$ cat config.mk
export PLATFORM = sky130hd
export DESIGN_NAME = mem_responder
export DESIGN_NICKNAME = d
export VERILOG_FILES = /design/src/rtl/mem_responder.sv
export SDC_FILE = /design/constraint.sdc
export NUM_CORES = 2
export LEC_CHECK = 0
export BUFFER_PORTS_ARGS = -buffer_cell sky130_fd_sc_hd__buf_2
export CAP_MARGIN = 30
export CORE_AREA = 2 2 582 584
export CTS_BUF_LIST = sky130_fd_sc_hd__clkbuf_8
export CTS_CLUSTER_SIZE = 25
export DETAILED_ROUTE_END_ITERATION = 12
export DIE_AREA = 0 0 584 586
export SLEW_MARGIN = 20
export SYNTH_ARGS = -nofsm -noshare
export SYNTH_HDL_FRONTEND = slang
export SYNTH_SLANG_ARGS = --single-unit
$ cat constraint.sdc
create_clock -name clk -period 7.89 [get_ports clk]
set_input_delay 1.1835 -clock clk [delete_from_list [all_inputs] [get_ports clk]]
set_output_delay 1.1835 -clock clk [all_outputs]
set_load 0.05 [all_outputs]
$ cat src/rtl/mem_responder.sv
// Wait-state memory responder for the multicycle core: one word access per request,
// completion pulse after WAIT_CYCLES, faulting accesses flagged instead of performed.
module mem_responder #(
    parameter int DEPTH_LOG2  = 6,
    parameter int WAIT_CYCLES = 2
) (
    input  logic                  clk,
    input  logic                  reset,
    input  logic                  Req,
    input  logic [31:0]           Adr,
    input  logic [31:0]           WriteData,
    input  logic                  MemWrite,
    input  logic                  LoadEn,
    input  logic [DEPTH_LOG2-1:0] LoadAdr,
    input  logic [31:0]           LoadData,
    output logic [31:0]           ReadData,
    output logic                  Ready,
    output logic                  Fault
);

    localparam int DEPTH = 1 << DEPTH_LOG2;

    localparam logic [1:0] S_IDLE = 2'd0;
    localparam logic [1:0] S_WAIT = 2'd1;
    localparam logic [1:0] S_DONE = 2'd2;

    localparam bit         HAS_WAIT    = (WAIT_CYCLES > 0);
    localparam int         WAIT_LOAD_I = HAS_WAIT ? (WAIT_CYCLES - 1) : 0;
    localparam logic [3:0] WAIT_LOAD   = 4'(WAIT_LOAD_I);

    logic [1:0]            state;
    logic [1:0]            next_state;
    logic [3:0]            cnt;

    logic [31:0]           adr_q;
    logic [31:0]           wdata_q;
    logic                  write_q;

    logic [31:0]           acc_adr;
    logic [31:0]           acc_wdata;
    logic                  acc_write;
    logic [DEPTH_LOG2-1:0] acc_idx;
    logic                  acc_fault;
    logic                  commit;
    logic                  load_we;
    logic                  store_we;
    logic [31:0]           rd_word;

    logic [31:0]           mem [DEPTH];

    function automatic logic is_fault(input logic [31:0] a);
        return (a[1:0] != 2'b00) || ((a >> (DEPTH_LOG2 + 2)) != 32'd0);
    endfunction

    always_comb begin
        next_state = state;
        case (state)
            S_IDLE: if (Req) next_state = HAS_WAIT ? S_WAIT : S_DONE;
            S_WAIT: if (cnt == 4'd0) next_state = S_DONE;
            S_DONE: next_state = S_IDLE;
            default: next_state = S_IDLE;
        endcase
    end

    // With zero wait states the access commits on the acceptance edge, so it
    // must be taken straight from the ports rather than from the latch.
    always_comb begin
        acc_adr   = (state == S_IDLE) ? Adr       : adr_q;
        acc_wdata = (state == S_IDLE) ? WriteData : wdata_q;
        acc_write = (state == S_IDLE) ? MemWrite  : write_q;
    end

    assign acc_idx   = acc_adr[DEPTH_LOG2+1:2];
    assign acc_fault = is_fault(acc_adr);
    assign commit    = (next_state == S_DONE);
    assign load_we   = LoadEn && (state == S_IDLE);
    assign store_we  = commit && acc_write && !acc_fault && reset;

    // A same-edge side load wins over the array contents for the committing read.
    assign rd_word = (load_we && (LoadAdr == acc_idx)) ? LoadData : mem[acc_idx];

    // Control stage: FSM, wait counter and registered outputs.
    always_ff @(posedge clk or negedge reset) begin
        if (!reset) begin
            state    <= S_IDLE;
            cnt      <= 4'd0;
            Ready    <= 1'b0;
            Fault    <= 1'b0;
            ReadData <= 32'd0;
        end else begin
            state <= next_state;
            if (state == S_IDLE && Req) begin
                cnt <= WAIT_LOAD;
            end else if (state == S_WAIT && cnt != 4'd0) begin
                cnt <= cnt - 4'd1;
            end
            Ready <= commit;
            Fault <= commit && acc_fault;
            if (commit) begin
                if (acc_fault) begin
                    ReadData <= 32'd0;
                end else if (!acc_write) begin
                    ReadData <= rd_word;
                end
            end
        end
    end

    // Request latch: data only, qualified by the FSM state.
    always_ff @(posedge clk) begin
        if (state == S_IDLE && Req) begin
            adr_q   <= Adr;
            wdata_q <= WriteData;
            write_q <= MemWrite;
        end
    end

    // Storage: side-load port and core store port; the array is never cleared.
    always_ff @(posedge clk) begin
        if (load_we) begin
            mem[LoadAdr] <= LoadData;
        end
        if (store_we) begin
            mem[acc_idx] <= acc_wdata;
        end
    end

endmodule
[After elaboration in Yosys (flattened, before gate mapping)]
Memories as Yosys holds them, arrays and structs flattened.
Index checks and enable logic that the tools add are counted.
Storage, ports and cells
  register bits after elaboration: 105
  memory bits (writable): 2048
  input bits: 107
  output and inout bits: 34
  logic and storage cells: 50
  memories: 1
Memory list
  mem: words 64, width 32, rd ports 1, clocked after Yosys merged registers in 0, wr ports 1, line 49  | logic [31:0] mem [DEPTH];
Operators by class
  add/subtract/negate cells: 1
  eq/ne operators: 4
  muxes and demuxes: 18
  reduce and logical (&&, ||, !) cells: 18
Operators by type and width (count)
  $mux 32: 6
  $reduce_bool 32->1: 1
  $reduce_or 32->1: 1
  $logic_and 1x1->1: 8
  $mux 4: 2
  $eq 6x6->1: 1
  $mux 1: 6
  $mux 6: 1
  $logic_not 4->1: 1
  $mux 2: 2
  $pmux 2 s2: 1
  $reduce_bool 2->1: 2
  $reduce_bool 4->1: 1
  $sub 4x1->4 const B: 1
  $eq 2x1->1 const B: 1
  $eq 2x2->1 const B: 1
  $logic_not 2->1: 1
  $ne 2x1->1 const B: 1
  $reduce_and 2->1: 1
  $logic_not 1->1: 1
  $logic_or 1x1->1: 1

[Logic depth before layout (Yosys ltp)]
  depth after elaboration: 11
  mapped depth: 14

[Worst setup path after synthesis]
OpenSTA, ideal clock, no wires.
  kind: input to register
  from: in Adr[11]
  to: mem mem[0][23] (data pin)
  library setup time: 0.702 ns
  data arrival time: 4.908 ns
  data required time: 7.188 ns
  slack: 2.280 ns
  cell stages on the path: 7
  path buffers: 2
  cell sequence: nor4_1 -> nand4_1 -> mux2i_1 -> nand3_1 -> buf_2 -> clkbuf_1 -> o21ai_0
On the way
  word-level cells in the longest chain between the ends: 10
Ends and longest elaborated chain
  from (decl): line 10  | input logic [31:0] Adr,
  $mux 32: line 68  | acc_adr = (state == S_IDLE) ? Adr : adr_q;
  $reduce_bool 32->1: line 52  | return (a[1:0] != 2'b00) || ((a >> (DEPTH_LOG2 + 2)) != 32'd0);
  $logic_or 1x1->1: line 52
  $logic_not 1->1: line 77  | assign store_we = commit && acc_write && !acc_fault && reset;
  $logic_and 1x1->1 (2 in series): line 77
  $mux 1: line 123  | if (store_we) begin
  $mux 1 (not written as such): line 124  | mem[acc_idx] <= acc_wdata;
  $reduce_or 32->1 (no source line)
  $mux 32 (no source line)
  to (decl): line 49
Every way passes these cells.

[Worst setup path after layout]
  from: reg state[0]
  to: mem mem[56][0] (enable)
On the way
  word-level cells in the longest chain between the ends: 11
Ends and longest elaborated chain
  from (decl): line 31  | logic [1:0] state;
  from (signal assigned): line 91  | state <= next_state;
  $logic_not 2->1
  $mux 32: line 68
  $reduce_bool 32->1 or $reduce_bool 2->1 (tied branches): line 52
  $logic_or 1x1->1: line 52
  $logic_not 1->1: line 77
  $logic_and 1x1->1 (2 in series): line 77
  $mux 1: line 123
  $mux 1 (not written as such): line 124
  $reduce_or 32->1 (no source line)
  $mux 6 (no source line) or $mux 1 (tied branches)
Several ways; a longest one is shown, not always the timed one.

==> run metrics <==
Yosys warnings=0; Mapped Cells=between 5000 and 6000; largest net degree at the start of global routing=between 100 and 150; count leader, synth=edfxtp_1; final critical-path required period=between 5 and 6 ns; crit share post-route=65.03%; dpl hpwl=around 160 mm; Clock Path Buffers=4; P_int=between 20 and 25 mW; Worst Path Max Fanout=36; LEAKAGE=roughly 32 nW; Combinational Power Share=between 30% and 40%; Clk Tree Root Cell=clkbuf_8; Crit path largest cell delay=~0.84 ns; Yosys top cell area share=75.86%; drt initial violations=roughly 6400; first-pass GRT wire length=roughly 370 mm; Post-synth ARST share=approximately 1.9%; Worst-Skew Late Latency=between 1 and 1.5 ns; Max IR drop VDD=390.5 uV; DR vias/cell=slightly below 5; CP max-delay cell=nor2_4; register area share after synthesis=approximately 77%; Net Sw Frac=36.57%; H-tree depth=5; Die Span Y=586 um; Required @ worst endpoint=8.60 ns; Net Sw Power=around 12 mW; drt total wl=261.4 mm; Reg clk slew, reported paths=approximately 0.060 ns; Max-slew headroom=between 20% and 30%; CP Class=reg -> reg; Post-Syn Nets=between 5000 and 6000; final setup fails=0; worst-margin pin slew=approximately 1.1 ns; CTS Buf Count=~350; Seq cells post-synth=between 2000 and 2500; gr ovfl total=0; row cnt=213; final hold vios=0; part of the power in registers=between 40% and 50%; clock network power share=roughly 28%; WL per Instance=25.46 um; Achievable Freq=0.1949 GHz; TritonCTS clock tree=yes; Synth Cell Area=around 84000 sq um; Worst EP arrival=~6 ns; cell area power density=between 300 and 400 nW/um^2; Synth cell types=72; Max Slew Vio Count=0; GRT Overall Usage=between 10 and 15%; Crit path buffers/inverters=2; initial antenna violation count=19; Fillers=33150; Crit. End Element=flip-flop; Hold WC Path Type=in -> reg; syn_area_per_cell=approximately 16 sq um; Die ar.=about 340000 sq um; Post-synth EDFFs=2113; status=finished clean; RSZ-0062 raised after global routing=false; crit path cell chain=nor2_4 -> buf_4 -> nand4_1 -> nand2_1 -> nand3_4 -> o21ai_0 -> nand2_1 -> nor2_4 -> buf_4; layout cells sized above 1=approximately 18%; Port Buffers=140; io pins=roughly 140; RePlAce Congestion=approximately 0.91; Max-cap violations=0; CP top delay family=simple AND/OR/NAND/NOR gates; Chip Width=584 um; setup_tns=0 ns; final antenna-violating net count=0; synth-to-layout area growth=17.28%; Top FF cell, synth=edfxtp_1; Via Count=just over 50000; Final Util=29.21%; Yosys top cell by area=edfxtp_1; CP startpoint kind=flip-flop; CTS Sinks=about 2200; top cells by area, synth=edfxtp_1 (76%), nand2_1 (5.1%), mux4_2 (3.6%); Layout Nets=between 5000 and 6000; number of global-route vias before repair=~50000; residual DRC count=0; Worst Skew=approximately 0.078 ns; core area=approximately 340000 sq um; Initial Util=roughly a quarter; synth cell count leaders=edfxtp_1 (2113), nand2_1 (1144), nand3_1 (250); DR pass1 iterations=6
==> worst register-to-register path, delay by kind of cell (launching register included) <==
kind / cells / cell delay, ns
simple gates: 6 / 2.64
flops: 1 / 0.50
compound gates: 1 / 0.72
buf+inv: 2 / 0.97
==> cell usage in the layout (no fill, tap or decap), types with 56 or more instances in the layout <==
cell      count
edfxtp_1   2113
nand2_1    1143
clkbuf_8    360
nand3_1     249
mux2i_1     220
buf_2       139
buf_4       138
mux4_2      135
inv_1       122
a31oi_1     122
a21oi_1     114
a32oi_1     108
nor2_4       75
a22oi_1      72
nand4_1      70
clkinv_1     60
and3_1       56
==> registers in the layout, summed over array words and instances, names as in the netlist <==
signal    cells
Ready         1
wdata_q      32
adr_q        32
state         2
mem        2048
Fault         1
ReadData     32
cnt           4
write_q       1
==> area by class of cell <==
type / count / area (sq um) / area share, %
clock buffer: 360 / 4955 / 5.051
multi-input combinational: 2763 / 18740 / 19.10
inverter: 5 / 18.77 / 0.01913
timing repair buffer: 342 / 3223 / 3.286
tap: 4407 / 5514 / 5.621
clock inverter: 222 / 1159 / 1.181
sequential: 2153 / 64450 / 65.70
antenna: 13 / 32.53 / 0.03316
==> per-layer routing <==
metal / global-route usage, % / share of wire, % / vias to the layer above
met4: 7.857 / 5.4 / 2
met2: 24.31 / 48 / 2822
met1: 18.67 / 38 / 26090
met3: 2.879 / 8.8 / 529
li1: - / - / 21200
met5: 0 / 0.0027 / -
==> power by group through the flow <==
stage,clock network (mW),logic [mW],registers (mW)
after floorplan,0,6.16,13.0
after global placement,0,10.2,13.0
after detailed placement,0,10.3,13.0
after CTS,8.90,10.3,12.8
after global routing,9.40,10.8,12.8
final,8.79,10.4,12.8
==> through the flow <==
stage               cells  total power, mW  cell area, sq um  setup WS [ns]  hold slack [ns]
detailed placement   9665            23.27             91880          2.328           0.4735
floorplan            5234            19.19             83640          2.280           0.4621
finish              10270            31.95             98090          2.759           0.3250
CTS                 10250            31.97             98000          2.752           0.2275
global placement     9613            23.17             90640          2.212           0.4694
global route        10260            32.96             98080          2.490           0.2494
==> kinds of logic (layout without fill, tap and decap cells) <==
logic type	Yosys count	in the layout	synth area share, %
other	0	13	0
xor gates and xnor gates	5	5	0.05235
AOI/OAI and AO/OA	681	681	5.843
adders and majority gates	1	1	0.01496
muxes	382	382	6.628
and+or+nand+nor	1694	1694	8.564
buffers and inverters	318	929	1.840
DFF	2153	2153	77.06
==> repair_timing <==
action                                 in CTS  in global routing
hold buffers                                1                  0
resized for setup                           0                  0
setup buffers                               0                  0
endpoints found under the hold margin       7                  0
==> worst paths after layout <==
path / from / to / slack (ns) / cells after the start
worst max-delay path: state[0] / mem[56][0] / 2.76 / 9
worst min-delay path: Adr[20] / adr_q[20] / 0.33 / 1
worst max register to register: state[0] / mem[56][0] / 2.76 / 9
worst min register to register: ReadData[21] / ReadData[21] / 0.50 / 2
max in group asynchronous: reset / ReadData[14] / 6.36 / 3
min in group asynchronous: reset / state[0] / 0.54 / 2
Power figures use the tool's default switching activity.
